**src/rtl/snn_layer_controller.sv**
```systemverilog
// Sequencer for one spiking-neural-network layer: walks every neuron per input event,
// fires the layer on a programmable timestep, and optionally runs a leak sweep.
module snn_layer_controller #(
  parameter int NUM_NEURONS   = 16,
  parameter int NUM_INPUTS    = 16,
  parameter int PERIOD_W      = 6,
  parameter int MAX_FIRE_ITER = 4,
  parameter int NEURON_W      = $clog2(NUM_NEURONS),
  parameter int EVENT_W       = $clog2(NUM_INPUTS)
) (
  input  logic                        clock,
  input  logic                        reset,
  input  logic                        event_valid,
  output logic                        event_ready,
  input  logic [EVENT_W-1:0]          event_addr,
  input  logic [NUM_NEURONS-1:0]      spike,
  input  logic [PERIOD_W-1:0]         period,
  input  logic                        leak_mode,
  output logic                        weight_rd_en,
  output logic                        memb_pot_w_en,
  output logic                        accum_en,
  output logic                        leak_en,
  output logic [EVENT_W+NEURON_W-1:0] mem_addr,
  output logic [NEURON_W-1:0]         neuron_idx,
  output logic                        spike_done,
  output logic                        busy,
  output logic                        fire_overflow
);

  localparam int ITER_W = $clog2(MAX_FIRE_ITER + 1);

  typedef enum logic [2:0] {
    IDLE,
    WEIGHT_LOAD,
    ACCUM,
    SPIKE,
    CLEANUP,
    LEAK
  } state_t;

  state_t                state_q, state_d;
  logic [NEURON_W-1:0]   neuron_idx_q, neuron_idx_d;
  logic [EVENT_W-1:0]    event_q, event_d;
  logic [PERIOD_W-1:0]   timer_q, timer_d;
  logic [ITER_W-1:0]     fire_iter_q, fire_iter_d;
  logic                  fire_overflow_q, fire_overflow_d;
  logic                  weight_rd_en_q, weight_rd_en_d;
  logic                  memb_pot_w_en_q, memb_pot_w_en_d;
  logic                  accum_en_q, accum_en_d;
  logic                  leak_en_q, leak_en_d;
  logic                  spike_done_q, spike_done_d;
  logic                  busy_q, busy_d;

  logic [PERIOD_W-1:0]   period_eff;
  logic                  expired;
  logic                  last_neuron;
  logic                  any_spike;

  // A programmed period of zero behaves as a one-cycle timestep.
  assign period_eff  = (period == '0) ? PERIOD_W'(1) : period;
  assign expired     = (timer_q >= period_eff);
  assign last_neuron = (neuron_idx_q == NEURON_W'(NUM_NEURONS - 1));
  assign any_spike   = (spike != '0);
  assign event_ready = (state_q == IDLE) && !expired && !reset;

  always_comb begin
    state_d         = state_q;
    neuron_idx_d    = neuron_idx_q;
    event_d         = event_q;
    timer_d         = (timer_q == '1) ? timer_q : timer_q + PERIOD_W'(1);
    fire_iter_d     = fire_iter_q;
    fire_overflow_d = fire_overflow_q;

    case (state_q)
      IDLE: begin
        if (expired) begin
          state_d     = SPIKE;
          fire_iter_d = ITER_W'(1);
          timer_d     = '0;
        end else if (event_valid && event_ready) begin
          state_d      = WEIGHT_LOAD;
          event_d      = event_addr;
          neuron_idx_d = '0;
        end
      end
      WEIGHT_LOAD: begin
        neuron_idx_d = neuron_idx_q + NEURON_W'(1);
        if (last_neuron) state_d = ACCUM;
      end
      ACCUM: state_d = IDLE;
      SPIKE: state_d = CLEANUP;
      CLEANUP: begin
        if (any_spike && (fire_iter_q < ITER_W'(MAX_FIRE_ITER))) begin
          state_d     = SPIKE;
          fire_iter_d = fire_iter_q + ITER_W'(1);
        end else begin
          if (any_spike) fire_overflow_d = 1'b1;
          if (leak_mode) begin
            state_d      = LEAK;
            neuron_idx_d = '0;
          end else begin
            state_d = IDLE;
          end
        end
      end
      LEAK: begin
        neuron_idx_d = neuron_idx_q + NEURON_W'(1);
        if (last_neuron) state_d = IDLE;
      end
      default: state_d = IDLE;
    endcase

    // Strobes are registered against the next state so they line up with it.
    weight_rd_en_d  = (state_d == WEIGHT_LOAD);
    memb_pot_w_en_d = (state_d == WEIGHT_LOAD);
    accum_en_d      = (state_d == ACCUM);
    spike_done_d    = (state_d == SPIKE);
    leak_en_d       = (state_d == LEAK);
    busy_d          = (state_d != IDLE);
  end

  always_ff @(posedge clock) begin
    if (reset) begin
      state_q         <= IDLE;
      neuron_idx_q    <= '0;
      event_q         <= '0;
      timer_q         <= '0;
      fire_iter_q     <= '0;
      fire_overflow_q <= 1'b0;
      weight_rd_en_q  <= 1'b0;
      memb_pot_w_en_q <= 1'b0;
      accum_en_q      <= 1'b0;
      leak_en_q       <= 1'b0;
      spike_done_q    <= 1'b0;
      busy_q          <= 1'b0;
    end else begin
      state_q         <= state_d;
      neuron_idx_q    <= neuron_idx_d;
      event_q         <= event_d;
      timer_q         <= timer_d;
      fire_iter_q     <= fire_iter_d;
      fire_overflow_q <= fire_overflow_d;
      weight_rd_en_q  <= weight_rd_en_d;
      memb_pot_w_en_q <= memb_pot_w_en_d;
      accum_en_q      <= accum_en_d;
      leak_en_q       <= leak_en_d;
      spike_done_q    <= spike_done_d;
      busy_q          <= busy_d;
    end
  end

  assign weight_rd_en  = weight_rd_en_q;
  assign memb_pot_w_en = memb_pot_w_en_q;
  assign accum_en      = accum_en_q;
  assign leak_en       = leak_en_q;
  assign spike_done    = spike_done_q;
  assign busy          = busy_q;
  assign fire_overflow = fire_overflow_q;
  assign neuron_idx    = neuron_idx_q;
  assign mem_addr      = {event_q, neuron_idx_q};

endmodule

```
**config.mk**
```make
export PLATFORM = sky130hd
export DESIGN_NAME = snn_layer_controller
export DESIGN_NICKNAME = d
export VERILOG_FILES = /design/src/rtl/snn_layer_controller.sv
export SDC_FILE = /design/constraint.sdc
export NUM_CORES = 1
export LEC_CHECK = 0
export ABC_AREA = 1
export CAP_MARGIN = 20
export CORE_MARGIN = 5
export CORE_UTILIZATION = 48
export DETAILED_ROUTE_END_ITERATION = 7
export PLACE_DENSITY = 0.85
export SYNTH_ARGS = -nofsm -noshare
export SYNTH_HDL_FRONTEND = slang
export SYNTH_SLANG_ARGS = --single-unit
```
**constraint.sdc**
```tcl
create_clock -name clock -period 4.02 [get_ports clock]
set_input_delay 1.206 -clock clock [delete_from_list [all_inputs] [get_ports clock]]
set_output_delay 1.206 -clock clock [all_outputs]
set_load 0.05 [all_outputs]
```
==> results of run 1 <==
## registers in the layout (all words and copies together) (netlist names)
register	cells
memb_pot_w_en	1
spike_done	1
state_q	3
leak_en	1
timer_q	6
fire_overflow	1
event_q	4
neuron_idx	4
busy	1
accum_en	1
fire_iter_q	3
## power breakdown
group	switching (mW)	leakage (nW)	total (mW)	internal, mW
Clock	0.0825	0.0279	0.184	0.101
Combinational	0.140	0.692	0.236	0.0964
Sequential	0.0154	0.212	0.292	0.276
## cell families (layout without fill, tap and decap cells)
kind of cell / Yosys count / in the layout
AO/OA/AOI/OAI: 23 / 23
buffers and inverters: 33 / 87
flip-flops: 26 / 26
XOR/XNOR: 4 / 4
adder cells (fa/ha/maj): 9 / 9
AND/OR/NAND/NOR: 103 / 103
## worst reg2reg max path, delay by kind of cell, from the launching register on
family	cells	cell delay, ns
AO/OA/AOI/OAI	1	0.11
flip-flops	1	0.44
adder cells (fa/ha/maj)	1	0.27
buffers and inverters	3	0.26
AND/OR/NAND/NOR	10	0.73
## placed cells by master, fill, tap and decap left out, drive strengths merged
master,count
buf,8
o21ai,8
dfxtp,26
bufinv,1
a21oi,11
a311oi,1
clkbuf,3
clkinv,1
clkdlybuf4s50,42
xnor2,1
nor2,39
nand3,8
xor2,3
and3,1
nand4,1
inv,26
a31oi,2
nor3,5
a31o,1
nand2,46
nand3b,1
ha,9
dlygate4sd2,5
or2,2
dlymetal6s2s,1
## cell type report
cell class,count,area (um^2)
clock buffers,3,22.5
clock inverters,1,30.0
fillers,222,734
inverters,27,103
multi-input cells,139,807
flip-flops and latches,26,520
well taps,31,38.8
repair buffers,56,549
## how the worst max path moves through the flow
stage,slack (ns),to,cells past startpoint
3_3_place_gp,-0.06,event_ready,12
5_1_grt,0.0005,event_ready,12
4_1_cts,0.06,event_ready,11
6_report,0.08,event_ready,12
3_5_place_dp,-0.09,event_ready,12
2_1_floorplan,0.13,event_ready,10
## through the flow
stage | power, mW | hold WS, ns | utilization [%]
3_5_place_dp | 0.526 | 0.462 | 70.1
5_1_grt | 0.746 | 0.505 | 73.8
3_3_place_gp | 0.522 | 0.449 | 70.1
4_1_cts | 0.713 | 0.483 | 73.4
2_1_floorplan | 0.443 | 0.438 | -
6_report | 0.712 | 0.477 | 73.8
## what timing repair did
item                                   4_1_cts  5_1_grt
pin swaps                                    6        1
endpoints found under the hold margin        0        0
resized for setup                           12        2
setup endpoints to repair                    1        1
setup buffers                                0        1
## metal layers
layer | GRT usage [%] | vias up
li1 | - | 728
met1 | 17.7 | 606
met2 | 30.9 | 47
met3 | 3.50 | 6
met4 | 11.9 | 0
met5 | 0 | -
==> results.ini, run 1 <==
[grt]
antenna_found_initial=0
grt_first_pass_wirelength_um=5600
grt_pass1_vias=1379
grt_overflow=0
grt_max_degree=16
grt_usage_pct=17.2

[final_layout]
final_area_um2=2070
layout.cells.non_filler=283
drive_above_1_share_pct=15.9
diodes=0
final_nets=292
syn_to_final_growth_pct=45.9

[hold_path]
min_path_type=reg2reg
min_path_cells=2
hp-start=fire_iter_q[1]
hold_path_end=fire_iter_q[1]

[setup_path]
r2r_start=timer_q[0]
worstPathMaxFanout=2
worstReg2RegEnd=neuron_idx[3]
endpoint_kind=output port
crit_type=in2out
cpPeakStageDelay_ns=0.25
crit_top_cell=nand2_1
ff2ff_path_depth=15
required_ns=2.81
path_delay_family=simple AND/OR/NAND/NOR gates
path_buf_inv=3
r2r_slack_ns=2.15
critPathArrivalTime_ns=2.73
crit_chain=dlygate4sd2_1, nor3_2, a31o_4, ha_4, inv_2, nand2_1, nand2_1, nand2_1, nand2_2, nand2_2, nor3_4, buf_12
crit_start=period[5]
cp_slowest_cell=dlygate4sd2_1
critPathLaunchType=input port

[sta]
finalCriticalPeriod_ns=3.94
relSlewSlack_pct=64.1
setup_tns_ns=0
setup-violations-final=0
clock_skew_ns=0.00154
slew_viol_final=0
finalHoldViolCount=0
period_share_pct=98.0
worst_pin_slew_ns=0.536
max_clock_freq_mhz=254
fin_ws_ns=0.0797
rsz0062_at_grt=false

[detailed_routing]
drt-met1-wl_um=1340
remaining_drc_errors=0
route.top_layer_used=met4
met2WireLength_um=1660
postRouteAntennaNets=0
wl_met3_um=206
drt_wl_total_um=3310
vias_per_cell=4.90
drt_iter0_drc=64
first_pass_iters=4
routedWlPerCell_um=11.7
vias=1387

[clock_tree]
clock_sinks=26
cts-root-buf=clkbuf_4
cts_tree=done
cts_hold_buf=0
cts_buffer_depth=2
cts_buffers=3
clk_pin_slew_worst_paths_ns=0.14
cts_max_level=1
clk-insertion-delay-late_ns=0.33

[outcome]
status=completed

[synth]
synth_compound_area_share_pct=9.61
netlist_instances=198
synth_seq_area_share_pct=36.7
synth-xor-area-share_pct=2.47
ys.flop_type=dfxtp_1
synthAdderAreaFrac_pct=7.94
synth_edf_count=0
yosysTopAreaCellShare_pct=36.7
synth_fp_nets=237
yosysUniqueCellTypes=26
synthTopCellsByArea=dfxtp_1 37%, nand2_1 10%, nor2_1 9.3%
syn_avg_cell_area_um2=7.17
synth_common_cells=38 x nand2_1, 35 x nor2_1, 26 x dfxtp_1, 26 x inv_1, 9 x ha_1
synthArstFlopShare_pct=0
synth_top_family_by_area=simple AND/OR/NAND/NOR gates
yosys_warnings=0
yosysMostFrequentCell=nand2_1
synthMuxAreaShare_pct=0
syn_area_um2=1420
synth_top_area_cell=dfxtp_1
synth-simple-area-share_pct=33.2
yosys_register_bits=26

[floorplan]
die_w_um=64.4
core_um2=2810
fp.dieH_um=64.4
rows=19
boundaryPins=50
start_util_pct=50.6
die_area_um2=4140

[place]
hpwl_um=2510
place.gp.congestion=0.760
placed_area_um2=1970
dp_slack_ns=-0.0892
dp.cells=278
port_buffers=49

[power_and_ir_drop]
ir_drop_v=0.000194
powerDensity_nw_per_um2=344
power_leakage_nw=0.932

[flow_run]
max_cap_viol_count=0

Power figures use the tool's default switching activity.
==> inputs of run 2 (changes only) <==
--- a/config.mk
+++ b/config.mk
@@ -10,6 +10,7 @@
 export CORE_MARGIN = 5
 export CORE_UTILIZATION = 48
 export DETAILED_ROUTE_END_ITERATION = 7
+export GPL_TIMING_DRIVEN = 0
 export PLACE_DENSITY = 0.85
 export SYNTH_ARGS = -nofsm -noshare
 export SYNTH_HDL_FRONTEND = slang
==> run 2 against run 1 <==
  * Final area increased by 2.6%
  * Flip-flop and latch count is the same
  * Total power rose by 0.71%
  * Combinational power grew 3%
  * Highest routed layer unchanged
  * Critical endpoint unchanged
  * Largest cell class unchanged
  * Sequential share of layout area down 0.64 points
==> results.ini, run 2 (same netlist as run 1, synthesis figures left out) <==
[outcome]
status=completed

[sta]
setup-violations-final=0  ; unchanged
max_clock_freq_mhz=254  ; +0.17%
finalCriticalPeriod_ns=3.93  ; -0.00661 ns
finalHoldViolCount=0  ; unchanged
worst_pin_slew_ns=0.573  ; +0.0364 ns
rsz0062_at_grt=false
period_share_pct=97.9  ; -0.16 points
slew_viol_final=0  ; unchanged
clock_skew_ns=0.00838  ; +0.00684 ns
fin_ws_ns=0.0863  ; +0.00661 ns
relSlewSlack_pct=61.8  ; -2.3 points

[setup_path]
path_delay_family=buffers and inverters
critPathLaunchType=input port
crit_top_cell=nand2_2
required_ns=2.81  ; about the same
worstPathMaxFanout=2  ; unchanged
crit_chain=clkdlybuf4s50_1, a31o_2, ha_4, inv_1, nand2_1, nand2_1, nand2_2, nand2_2, nand2_2, nor3_2, buf_6
cpPeakStageDelay_ns=0.39  ; +0.14 ns
cp_slowest_cell=clkdlybuf4s50_1
endpoint_kind=output port
critPathArrivalTime_ns=2.73  ; about the same
path_buf_inv=3  ; unchanged
crit_type=in2out

[grt]
grt_max_degree=16  ; unchanged
grt_first_pass_wirelength_um=6010  ; +7.4%
grt_pass1_vias=1396  ; +1.2%
grt_usage_pct=18.1  ; +0.98 points
antenna_found_initial=0  ; unchanged
grt_overflow=0  ; unchanged

[clock_tree]
cts-root-buf=clkbuf_4
cts_buffer_depth=2  ; unchanged
clk_pin_slew_worst_paths_ns=0.15  ; about the same
cts_max_level=1  ; unchanged
clk-insertion-delay-late_ns=0.33  ; about the same
cts_hold_buf=0  ; unchanged
cts_buffers=3  ; unchanged
cts_tree=done
clock_sinks=26  ; unchanged

[final_layout]
final_area_um2=2120  ; +2.6%
drive_above_1_share_pct=19.4  ; +3.5 points
top_register=timer_q
syn_to_final_growth_pct=49.7
fill_cells=209  ; -5.9%
final_nets=303  ; +3.8%
fin_util_pct=75.7  ; +1.9 points
layout_common_cells=43 x clkdlybuf4s50_1, 36 x nand2_1, 35 x nor2_1
final_common_cell=clkdlybuf4s50_1
diodes=0  ; unchanged
largest_reg_flops=6  ; unchanged

[place]
placed_area_um2=1950  ; -0.70%
hpwl_um=2500  ; -0.20%
place.gp.congestion=0.791  ; +4.0%
dp_slack_ns=-0.710  ; -0.621 ns
port_buffers=49  ; unchanged

[floorplan]
die_w_um=64.4  ; unchanged
boundaryPins=50  ; unchanged
core_um2=2810  ; unchanged
die_area_um2=4140  ; unchanged
fp.dieH_um=64.4  ; unchanged
start_util_pct=50.6  ; unchanged
rows=19  ; unchanged

[power_and_ir_drop]
powerDensity_nw_per_um2=337  ; -1.8%
power_mw=0.717  ; +0.71%
power_leakage_nw=0.954  ; +2.4%
ir_drop_v=0.000190  ; -2.2%

[detailed_routing]
postRouteAntennaNets=0  ; unchanged
vias=1468  ; +5.8%
remaining_drc_errors=0  ; unchanged
first_pass_iters=4  ; unchanged
drt_iter0_drc=58  ; -9.4%
vias_per_cell=4.99  ; +1.9%
routedWlPerCell_um=12.3  ; +5.0%
drt_wl_total_um=3610  ; +9.1%

[flow_run]
max_cap_viol_count=0  ; unchanged

[hold_path]
min_path_type=reg2reg

==> run 2: worst min-delay path, cell delays in order (launching register included) <==
cell	delay [ns]
dfxtp_1	0.35
nand2_1	0.06
a21oi_1	0.06
==> run 2: power breakdown <==
group | internal (mW) | leakage (nW) | total, mW | switching (mW)
Sequential | 0.276 | 0.212 | 0.292 | 0.0158
Combinational | 0.0998 | 0.715 | 0.244 | 0.144
Clock | 0.101 | 0.0279 | 0.180 | 0.0796
==> run 2: layout make-up <==
type | instances | area, um^2 | area share (%)
Buffer | 6 | 41.3 | 1.94
Clock buffer | 3 | 22.5 | 1.06
Clock inverter | 1 | 30.0 | 1.41
Inverter | 27 | 103 | 4.83
Multi-Input combinational cell | 139 | 793 | 37.3
Sequential cell | 26 | 520 | 24.5
Tap cell | 31 | 38.8 | 1.83
Timing Repair Buffer | 61 | 576 | 27.1
==> run 2: path summary, 6_finish.rpt <==
kind	from	end	slack (ns)	cells after the start
setup / recovery	period[0]	event_ready	0.09	11
hold reg to reg	fire_iter_q[1]	fire_iter_q[1]	0.49	2
hold / removal	fire_iter_q[1]	fire_iter_q[1]	0.49	2
setup reg to reg	timer_q[0]	busy	1.09	24
==> run 2: what timing repair did <==
action,CTS,global route
gates resized for setup,15,5
gates cloned,0,0
pin swaps,1,3
setup buffers,12,0
setup endpoints to repair,1,8
==> run 2: per-layer routing <==
metal | vias to the layer above | track usage, % | part of all wire, %
li1 | 753 | - | -
met3 | 8 | 3.85 | 7.9
met5 | - | 0 | 0
met1 | 653 | 19.3 | 39
met4 | 0 | 7.12 | 1.9
met2 | 54 | 34.5 | 52
==> run 2: per-stage QoR <==
stage | hold slack, ns | TNS [ns] | instances
after floorplan | 0.438 | 0 | 198
after CTS | 0.492 | 0 | 294
final | 0.491 | 0 | 294
after global placement | 0.455 | -0.697 | 278
after global routing | 0.519 | 0 | 294
after detailed placement | 0.468 | -0.710 | 278
